$ cat src/rtl/test_pattern_checker_sat_counter.sv
// Saturating up-counter with synchronous clear; holds at all-ones.
module sat_counter #(
    parameter int CNT_WIDTH = 16
) (
    input  logic                 clk,
    input  logic                 aclr_n,
    input  logic                 inc,
    input  logic                 clr,
    output logic [CNT_WIDTH-1:0] count
);

    // Clear wins over increment; increment stops once the counter is full
    always_ff @(posedge clk or negedge aclr_n) begin
        if (!aclr_n)
            count <= '0;
        else if (clr)
            count <= '0;
        else if (inc && (count != '1))
            count <= count + CNT_WIDTH'(1);
    end

endmodule

$ cat config.mk
export PLATFORM = sky130hd
export DESIGN_NAME = sat_counter
export DESIGN_NICKNAME = d
export VERILOG_FILES = /design/src/rtl/test_pattern_checker_sat_counter.sv
export SDC_FILE = /design/constraint.sdc
export NUM_CORES = 1
export LEC_CHECK = 0
export BUFFER_PORTS_ARGS = -buffer_cell sky130_fd_sc_hd__buf_2
export CAP_MARGIN = 20
export CORE_UTILIZATION = 47
export CTS_CLUSTER_DIAMETER = 30
export DETAILED_ROUTE_END_ITERATION = 12
export PLACE_DENSITY = 0.73
export SYNTH_ARGS = -nofsm -noshare
export SYNTH_HDL_FRONTEND = slang
export SYNTH_SLANG_ARGS = --single-unit
$ cat constraint.sdc
create_clock -name clk -period 1.7 [get_ports clk]
set_input_delay 0.34 -clock clk [delete_from_list [all_inputs] [get_ports clk]]
set_output_delay 0.34 -clock clk [all_outputs]
set_load 0.02 [all_outputs]
======== Word level (Yosys, flattened, before mapping) ========
Cells that the tools add are included.
word-level totals
  flip-flop bits (word level) ............. 16
  bits in latches ......................... 0
  RAM bits ................................ 0
  memory bits (read-only) ................. 0
  output and inout port bits .............. 16
  word-level logic and storage cells ...... 7
  memories ................................ 0
operators by class
  $add $sub $neg .......................... 1
  $mul .................................... 0
  div/mod/pow operators ................... 0
  $lt $le $gt $ge ......................... 0
  equal/unequal tests ..................... 1
  shifts and indexed selects .............. 0
  multiplexer cells ....................... 2
  bitwise logic cells ..................... 0
  reduce and logical (&&, ||, !) cells .... 2
operators by type and width
  kind                   number
  $mux 16                2
  $add 16x1->16 const B  1
  $ne 16x16->1 const B   1
  $reduce_bool 2->1      1
  $logic_and 1x1->1      1

======== Longest topological paths before layout ========
Gate-level depths: netlist of the first run.
  depth in word-level cells ............... 4
  depth in mapped cells ................... 6

======== Worst setup path after synthesis of the first run ========
No wires, ideal clock.
  path kind ............................... reg-to-reg
  from .................................... register count[0]
  to ...................................... register count[15]
  setup time .............................. 0.128 ns
  data arrival time ....................... 1.756 ns
  data required time ...................... 1.572 ns
  path slack .............................. -0.183 ns
  stages on the path, launching flop included .. 6
  buffers on the path ..................... 0
  period minus slack after synthesis ...... 1.883 ns
  cells stage by stage .................... dfrtp_1 -> ha_1 -> nand4_2 -> nor4_4 -> nor4_1 -> mux2_1
between the ends
  longest elaborated chain between the ends .. 3
ends and longest elaborated chain
  element                                        line    source
  start, declared                                9       output logic [CNT_WIDTH-1:0] count
  start signal, assigned                         19      count <= count + CNT_WIDTH'(1);
  $add 16x1->16 or $ne 16x16->1 (tied branches)  19, 18
  $mux 16 or $logic_and 1x1->1 (tied branches)   18      else if (inc && (count != '1))
  $mux 16 or $reduce_bool 2->1 (tied branches)   --
Several ways; a longest one is shown, not always the timed one. The select of a mux whose other input is x is not followed.
A chain may end at the register's enable or synchronous reset.

======== Final worst setup path of the first run ========
  from .................................... register count[0]
  to ...................................... register count[13]
Same word-level chain as after synthesis.

==> impl_metrics.tcl, run 1 <==
set metrics [dict create \
    status "finished, violations left" \
    violations "setup timing" \
    timing.final.setup_violations 14 \
    cap_viol_max_count 0 \
    post-route-util_pct 84.2 \
    synth_top_family_by_area "simple AND/OR/NAND/NOR gates" \
    critical_path_required_ns 1.88 \
    post-place-cells 156 \
    dp_hpwl_um 1820 \
    endpoint_kind "flip-flop" \
    row_count 15 \
    coreArea_um2 1800 \
    route.detailed.wl_per_inst_um 19.9 \
    globalRouteTotalUtil_pct 35.4 \
    fin_crit_ns 1.87 \
    grt_antenna_before_repair 0 \
    syn-instance-count 98 \
    post-route-cell-area_um2 1520 \
    p_r_area_growth_vs_syn_pct 61.0 \
    synth_top_cell_area_share_pct 42.5 \
    grt_pass1_wl_um 5250 \
    rsz0062_at_grt "true" \
    registers.top_by_ff_count "count" \
    synth_cell_type_count 28 \
    slowest_cp_cell "sky130_fd_sc_hd__dfrtp_2" \
    die-width_um 46.8 \
    synthesis.area_per_instance_um2 9.61 \
    finalWorstSetupSlack_ns -0.167 \
    pin_count_of_the_biggest_net_entering_global_routing 21 \
    ys_seq_elements 16 \
    layout.cells.most_common "sky130_fd_sc_hd__buf_4" \
    fin_crit_sh_pct 110 \
    drc_errors 0 \
    power_density_nw_per_um2 479 \
    nNetsFinal 158 \
    worst_setup_hold_path_clk_slew_ns 0.10 \
    first_global_vias 1090 \
    synth_top_cell_by_area "sky130_fd_sc_hd__dfrtp_1" \
    drtPass1Iterations 4 \
    yosys.area_share.xor_xnor_pct 0 \
    setup.worst_path.class "flip-flop to flip-flop" \
    fp.dieArea_um2 2190 \
    floorplan.initialDensity_pct 52.3 \
    complex_gate_fraction_of_the_synthesized_area_pct 16.2 \
    synthesis.area_um2 942 \
    synth_adder_area_share_pct 1.33 \
    cp_slowest_stage_delay_ns 0.42 \
    place.port_buffers 19 \
    grt_overflow 0 \
    static-leakage-power_nw 0.683 \
    crit_path_cell_trace "buf_4 > and4_4 > nand4_1 > buf_6 > nor4_4 > mux2_4" \
    clock_tree.root_cell "sky130_fd_sc_hd__clkbuf_4" \
    ys_seq_area_share_pct 42.5 \
    place_congestion 0.812 \
    worst_slew_pin_slew_ns 0.747 \
    share_of_cells_above_drive_strength_1_pct 57.2 \
    min-delay-path-class "primary input to flip-flop" \
    dr_total_vias 1140 \
    avgViaCountPerCell 6.44 \
    routed_wirelength_um 3520 \
    clock.fmax_mhz 536 \
    vdd_drop_max_mv 0.630 \
    worst-path-max-fanout 3 \
    most-common-layout-cells "sky130_fd_sc_hd__buf_4 (28), sky130_fd_sc_hd__buf_2 (19), sky130_fd_sc_hd__dfrtp_1 (12)" \
    cts_buffers 3 \
    source_to_sink_clock_delay_at_the_later_pin_of_the_worst_skew_pair_ns 0.28 \
    drt_iter0_drc 51 \
    multiInputGateArea_um2 638 \
    post_synth_and_or_nand_nor_area_fraction_pct 31.2 \
    register_area_um2 405 \
    fillerInstances 106 \
    cp.arrival_ns 2.04 \
    tritoncts "built" \
    dominant_cells_by_area_after_synthesis "sky130_fd_sc_hd__dfrtp_1 (42%), sky130_fd_sc_hd__a21oi_1 (5.8%), sky130_fd_sc_hd__o31ai_1 (5.6%)" \
    dpl_cell_area_um2 1200 \
    hold_viol_final 0 \
    chipHeight_um 46.8 \
    layout_top_registers "count (16)" \
    fin_skew_ns 0.00212 \
    muxShareOfSynthArea_pct 4.78 \
    antenna_violating_nets_post_route 0 \
    antennaDiodeCount 0 \
    final-instance-count-excl-fill 177 \
    ioPinCount 20 \
    largest_reg_flops 16 \
    ctsLongestPathBuffers 2 \
    critical_path_launch_point_type "flip-flop" \
    dpl_worst_slack_ns -0.101 \
    max_transition_margin_pct 50.1 \
    htree_levels 1 \
    synth-warning-count 0 \
    finalMaxSlewViolations 0 \
    mappedNetlistNets 103 \
    clock_sink_count 16 \
]
==> cell families (layout without fill, tap and decap cells) <==
family / after synthesis / count (layout)
buffers and inverters: 8 / 62
AOI/OAI and AO/OA: 24 / 24
DFF: 16 / 16
adders and majority gates: 1 / 1
and+or+nand+nor: 45 / 45
muxes: 4 / 4
==> final cells by class <==
cell class	instances	area share (%)
multi-input combinational	74	42.1
inverter	3	0.743
clock buffer	4	2.39
timing repair buffer	55	26.0
tap	25	2.06
sequential	16	26.7
==> cell usage after synthesis <==
cell type / n
sky130_fd_sc_hd__and3_1: 2
sky130_fd_sc_hd__ha_1: 1
sky130_fd_sc_hd__o31ai_1: 7
sky130_fd_sc_hd__nand4_2: 1
sky130_fd_sc_hd__mux2_1: 4
sky130_fd_sc_hd__buf_6: 1
sky130_fd_sc_hd__nor2b_1: 4
sky130_fd_sc_hd__or3_2: 1
sky130_fd_sc_hd__or3_1: 2
sky130_fd_sc_hd__and4_2: 2
sky130_fd_sc_hd__nor3_1: 1
sky130_fd_sc_hd__or4_1: 5
sky130_fd_sc_hd__nor4_1: 4
sky130_fd_sc_hd__a211oi_2: 1
sky130_fd_sc_hd__nand3b_1: 1
sky130_fd_sc_hd__nor4_4: 1
sky130_fd_sc_hd__o21ai_1: 3
sky130_fd_sc_hd__clkbuf_1: 4
sky130_fd_sc_hd__a21oi_1: 11
sky130_fd_sc_hd__nor2_1: 4
sky130_fd_sc_hd__inv_1: 3
sky130_fd_sc_hd__o21ai_0: 1
sky130_fd_sc_hd__o211ai_2: 1
sky130_fd_sc_hd__nand3_1: 3
sky130_fd_sc_hd__or4_2: 2
sky130_fd_sc_hd__dfrtp_1: 16
sky130_fd_sc_hd__nand4_1: 6
sky130_fd_sc_hd__nand2_1: 6
==> repair_timing <==
item,CTS,global route
pin swaps,13,7
hold buffers,1,0
resized for setup,21,10
endpoints found under the hold margin,16,0
cloned,0,0
setup endpoints to repair,11,14
buffers inserted,14,2
==> report_power, final <==
| group | internal, W | switching, W |
|---|---|---|
| logic | 0.0000289 | 0.0000483 |
| registers | 0.000384 | 0.00000548 |
| clock network | 0.000130 | 0.000129 |
==> through the flow <==
stage          total power (W)  hold WS [ns]  setup TNS [ns]
3_3_place_gp          0.000446         0.278         -0.0300
5_1_grt               0.000754         0.381           -1.85
6_report              0.000726         0.384           -1.12
2_1_floorplan         0.000424        0.0444        -0.00571
3_5_place_dp          0.000448         0.279          -0.438
4_1_cts               0.000713         0.359          -0.377
==> critical path: cells and delay by family (launching register included) <==
kind | cells | cell delay, ns
flip-flops | 1 | 0.42
multiplexers | 1 | 0.32
AND/OR/NAND/NOR | 3 | 0.69
buffers and inverters | 2 | 0.34
==> per-layer routing <==
| metal | GRT usage [%] | vias up | wire [um] |
|---|---|---|---|
| li1 | - | 491 | - |
| met1 | 42.8 | 563 | 1480 |
| met2 | 59.2 | 69 | 1690 |
| met3 | 6.54 | 17 | 232 |
| met4 | 20.0 | 0 | 113 |
| met5 | 0 | - | 0 |
==> path summary, 6_finish.rpt <==
check	start	endpoint	slack, ns	depth (start not counted)
worst max-delay path	count[0]	count[13]	-0.17	6
worst min-delay path	inc	count[1]	0.38	3
worst max register to register	count[0]	count[13]	-0.17	6
worst min register to register	count[3]	count[3]	0.63	2
max in group asynchronous	aclr_n	count[1]	0.89	2
min in group asynchronous	aclr_n	count[13]	0.50	2
No activity file was read; power rests on OpenSTA's default activity.
==> run 2: changes to the inputs <==
--- a/config.mk
+++ b/config.mk
@@ -11,6 +11,7 @@
 export CTS_CLUSTER_DIAMETER = 30
 export DETAILED_ROUTE_END_ITERATION = 12
 export PLACE_DENSITY = 0.73
+export REMOVE_ABC_BUFFERS = 1
 export SYNTH_ARGS = -nofsm -noshare
 export SYNTH_HDL_FRONTEND = slang
 export SYNTH_SLANG_ARGS = --single-unit
==> constraint.sdc (replaced) <==
create_clock -name clk -period 1.7 [get_ports clk]
set_input_delay 0.17 -clock clk [delete_from_list [all_inputs] [get_ports clk]]
set_output_delay 0.17 -clock clk [all_outputs]
set_load 0.02 [all_outputs]
==> run 2 against run 1 <==
Compared with the run above:
- the run still ends with setup timing left
- power is 11% lower
- die area stayed put
- sequential power hardly changed
- non-clock buffer count is 4 lower
- critical path type unchanged
==> impl_metrics.tcl, run 2 (same netlist as run 1, synthesis figures left out) <==
set metrics [dict create \
    post-route-cell-area_um2 1440 \
    rsz0062_at_grt "true" \
    cap_viol_max_count 0 \
    dr_total_vias 1002 \
    place_congestion 0.829 \
    grt_pass1_wl_um 3920 \
    registers.top_by_ff_count "count" \
    place.port_buffers 19 \
    routed_wirelength_um 2710 \
    share_of_cells_above_drive_strength_1_pct 52.4 \
    fin_skew_ns 0.00531 \
    multiInputGateArea_um2 614 \
    nNetsFinal 154 \
    row_count 15 \
    tritoncts "built" \
    layout_top_registers "count (16)" \
    antennaDiodeCount 0 \
    antenna_violating_nets_post_route 0 \
    most-common-layout-cells "sky130_fd_sc_hd__buf_4 (27), sky130_fd_sc_hd__buf_2 (19), sky130_fd_sc_hd__dfrtp_1 (16)" \
    die-width_um 46.8 \
    ctsLongestPathBuffers 2 \
    drc_errors 0 \
    reg2reg_depth 6 \
    final.hold.worst_slack_ns 0.191 \
    detailed_route_wire_length_on_metal_1_um 1170 \
    worst-path-max-fanout 5 \
    largest_reg_flops 16 \
    hold_depth 3 \
    endpoint_kind "flip-flop" \
    violations "setup timing" \
    fillerInstances 124 \
    post-route-util_pct 79.9 \
    worst_slew_pin_slew_ns 0.663 \
    htree_levels 1 \
    clock_tree.root_cell "sky130_fd_sc_hd__clkbuf_4" \
    clock_sink_count 16 \
    avgViaCountPerCell 5.83 \
    max_transition_margin_pct 55.7 \
    critical_path_required_ns 1.86 \
    dpl_cell_area_um2 1210 \
    drt_iter0_drc 19 \
    pin_count_of_the_biggest_net_entering_global_routing 23 \
    route.detailed.wl_per_inst_um 15.7 \
    fin_crit_sh_pct 104 \
    fin_crit_ns 1.77 \
    dp_hpwl_um 1660 \
    static-leakage-power_nw 0.658 \
    timing.final.setup_violations 7 \
    post-place-cells 158 \
    status "finished, violations left" \
    power_density_nw_per_um2 448 \
    met2WireLength_um 1410 \
    vdd_drop_max_mv 0.424 \
    setup.worst_path.class "flip-flop to flip-flop" \
    floorplan.initialDensity_pct 52.3 \
    source_to_sink_clock_delay_at_the_later_pin_of_the_worst_skew_pair_ns 0.28 \
    fp.dieArea_um2 2190 \
    cp.arrival_ns 1.93 \
    layout.cells.most_common "sky130_fd_sc_hd__buf_4" \
    cts_buffers 3 \
    ioPinCount 20 \
    clock.fmax_mhz 565 \
    first_global_vias 921 \
    p_r_area_growth_vs_syn_pct 52.9 \
    finalWorstSetupSlack_ns -0.0712 \
    setup-tns-final_ns -0.284 \
    coreArea_um2 1800 \
    register_area_um2 400 \
    globalRouteTotalUtil_pct 25.3 \
    finalMaxSlewViolations 0 \
    drtPass1Iterations 4 \
    critical_path_launch_point_type "flip-flop" \
    min-delay-path-class "primary input to flip-flop" \
    worst_setup_hold_path_clk_slew_ns 0.09 \
    hold_viol_final 0 \
    highest_signal_layer_in_the_routed_design "met4" \
    grt_antenna_before_repair 0 \
    chipHeight_um 46.8 \
    grt_overflow 0 \
    final-instance-count-excl-fill 172 \
    met3WireLength_um 74 \
]
-- run 2: per-stage QoR --
stage,setup WS (ns),power [W]
floorplan,-0.386,0.000414
global placement,-0.0200,0.000445
detailed placement,-0.106,0.000447
CTS,-0.0359,0.000650
global route,-0.183,0.000674
finish,-0.0712,0.000645
-- run 2: path summary, 6_finish.rpt --
check	start	endpoint	slack, ns
min in group asynchronous	aclr_n	count[11]	0.34
worst min-delay path	inc	count[1]	0.19
worst max register to register	count[0]	count[13]	-0.07
worst max-delay path	count[0]	count[13]	-0.07
worst min register to register	count[14]	count[14]	0.68
max in group asynchronous	aclr_n	count[15]	1.08
-- run 2: layout make-up --
| cell class | instances | share of cell area [%] |
|---|---|---|
| clock buffers | 3 | 1.56 |
| repair buffers | 51 | 25.0 |
| multi-input cells | 74 | 42.7 |
| well taps | 25 | 2.17 |
| flip-flops and latches | 16 | 27.8 |
| inverters | 3 | 0.782 |
-- run 2: where the power goes --
group / switching (W) / total (W) / internal [W]
Sequential: 0.00000414 / 0.000388 / 0.000384
Combinational: 0.0000412 / 0.0000621 / 0.0000210
Clock: 0.000113 / 0.000195 / 0.0000821
-- run 2: critical path, stage by stage, from the launching register on --
cell and delay [ns]:
sky130_fd_sc_hd__dfrtp_1 0.42, sky130_fd_sc_hd__buf_6 0.14, sky130_fd_sc_hd__and4_4 0.22, sky130_fd_sc_hd__nand4_1 0.12
sky130_fd_sc_hd__buf_4 0.18, sky130_fd_sc_hd__nor4_2 0.23, sky130_fd_sc_hd__mux2_1 0.36
-- run 2: timing repair --
action	in CTS	in global routing
endpoints found under the setup margin	9	16
resized for setup	5	24
pin swaps	6	19
setup buffers	4	7
hold buffers	1	0
gates cloned	0	0
endpoints found under the hold margin	16	0
-- run 2: metal layers --
metal	track usage, %	up-vias
met2	44.2	25
met4	8.00	0
met3	3.46	8
li1	-	483
met1	32.4	486
met5	0	-
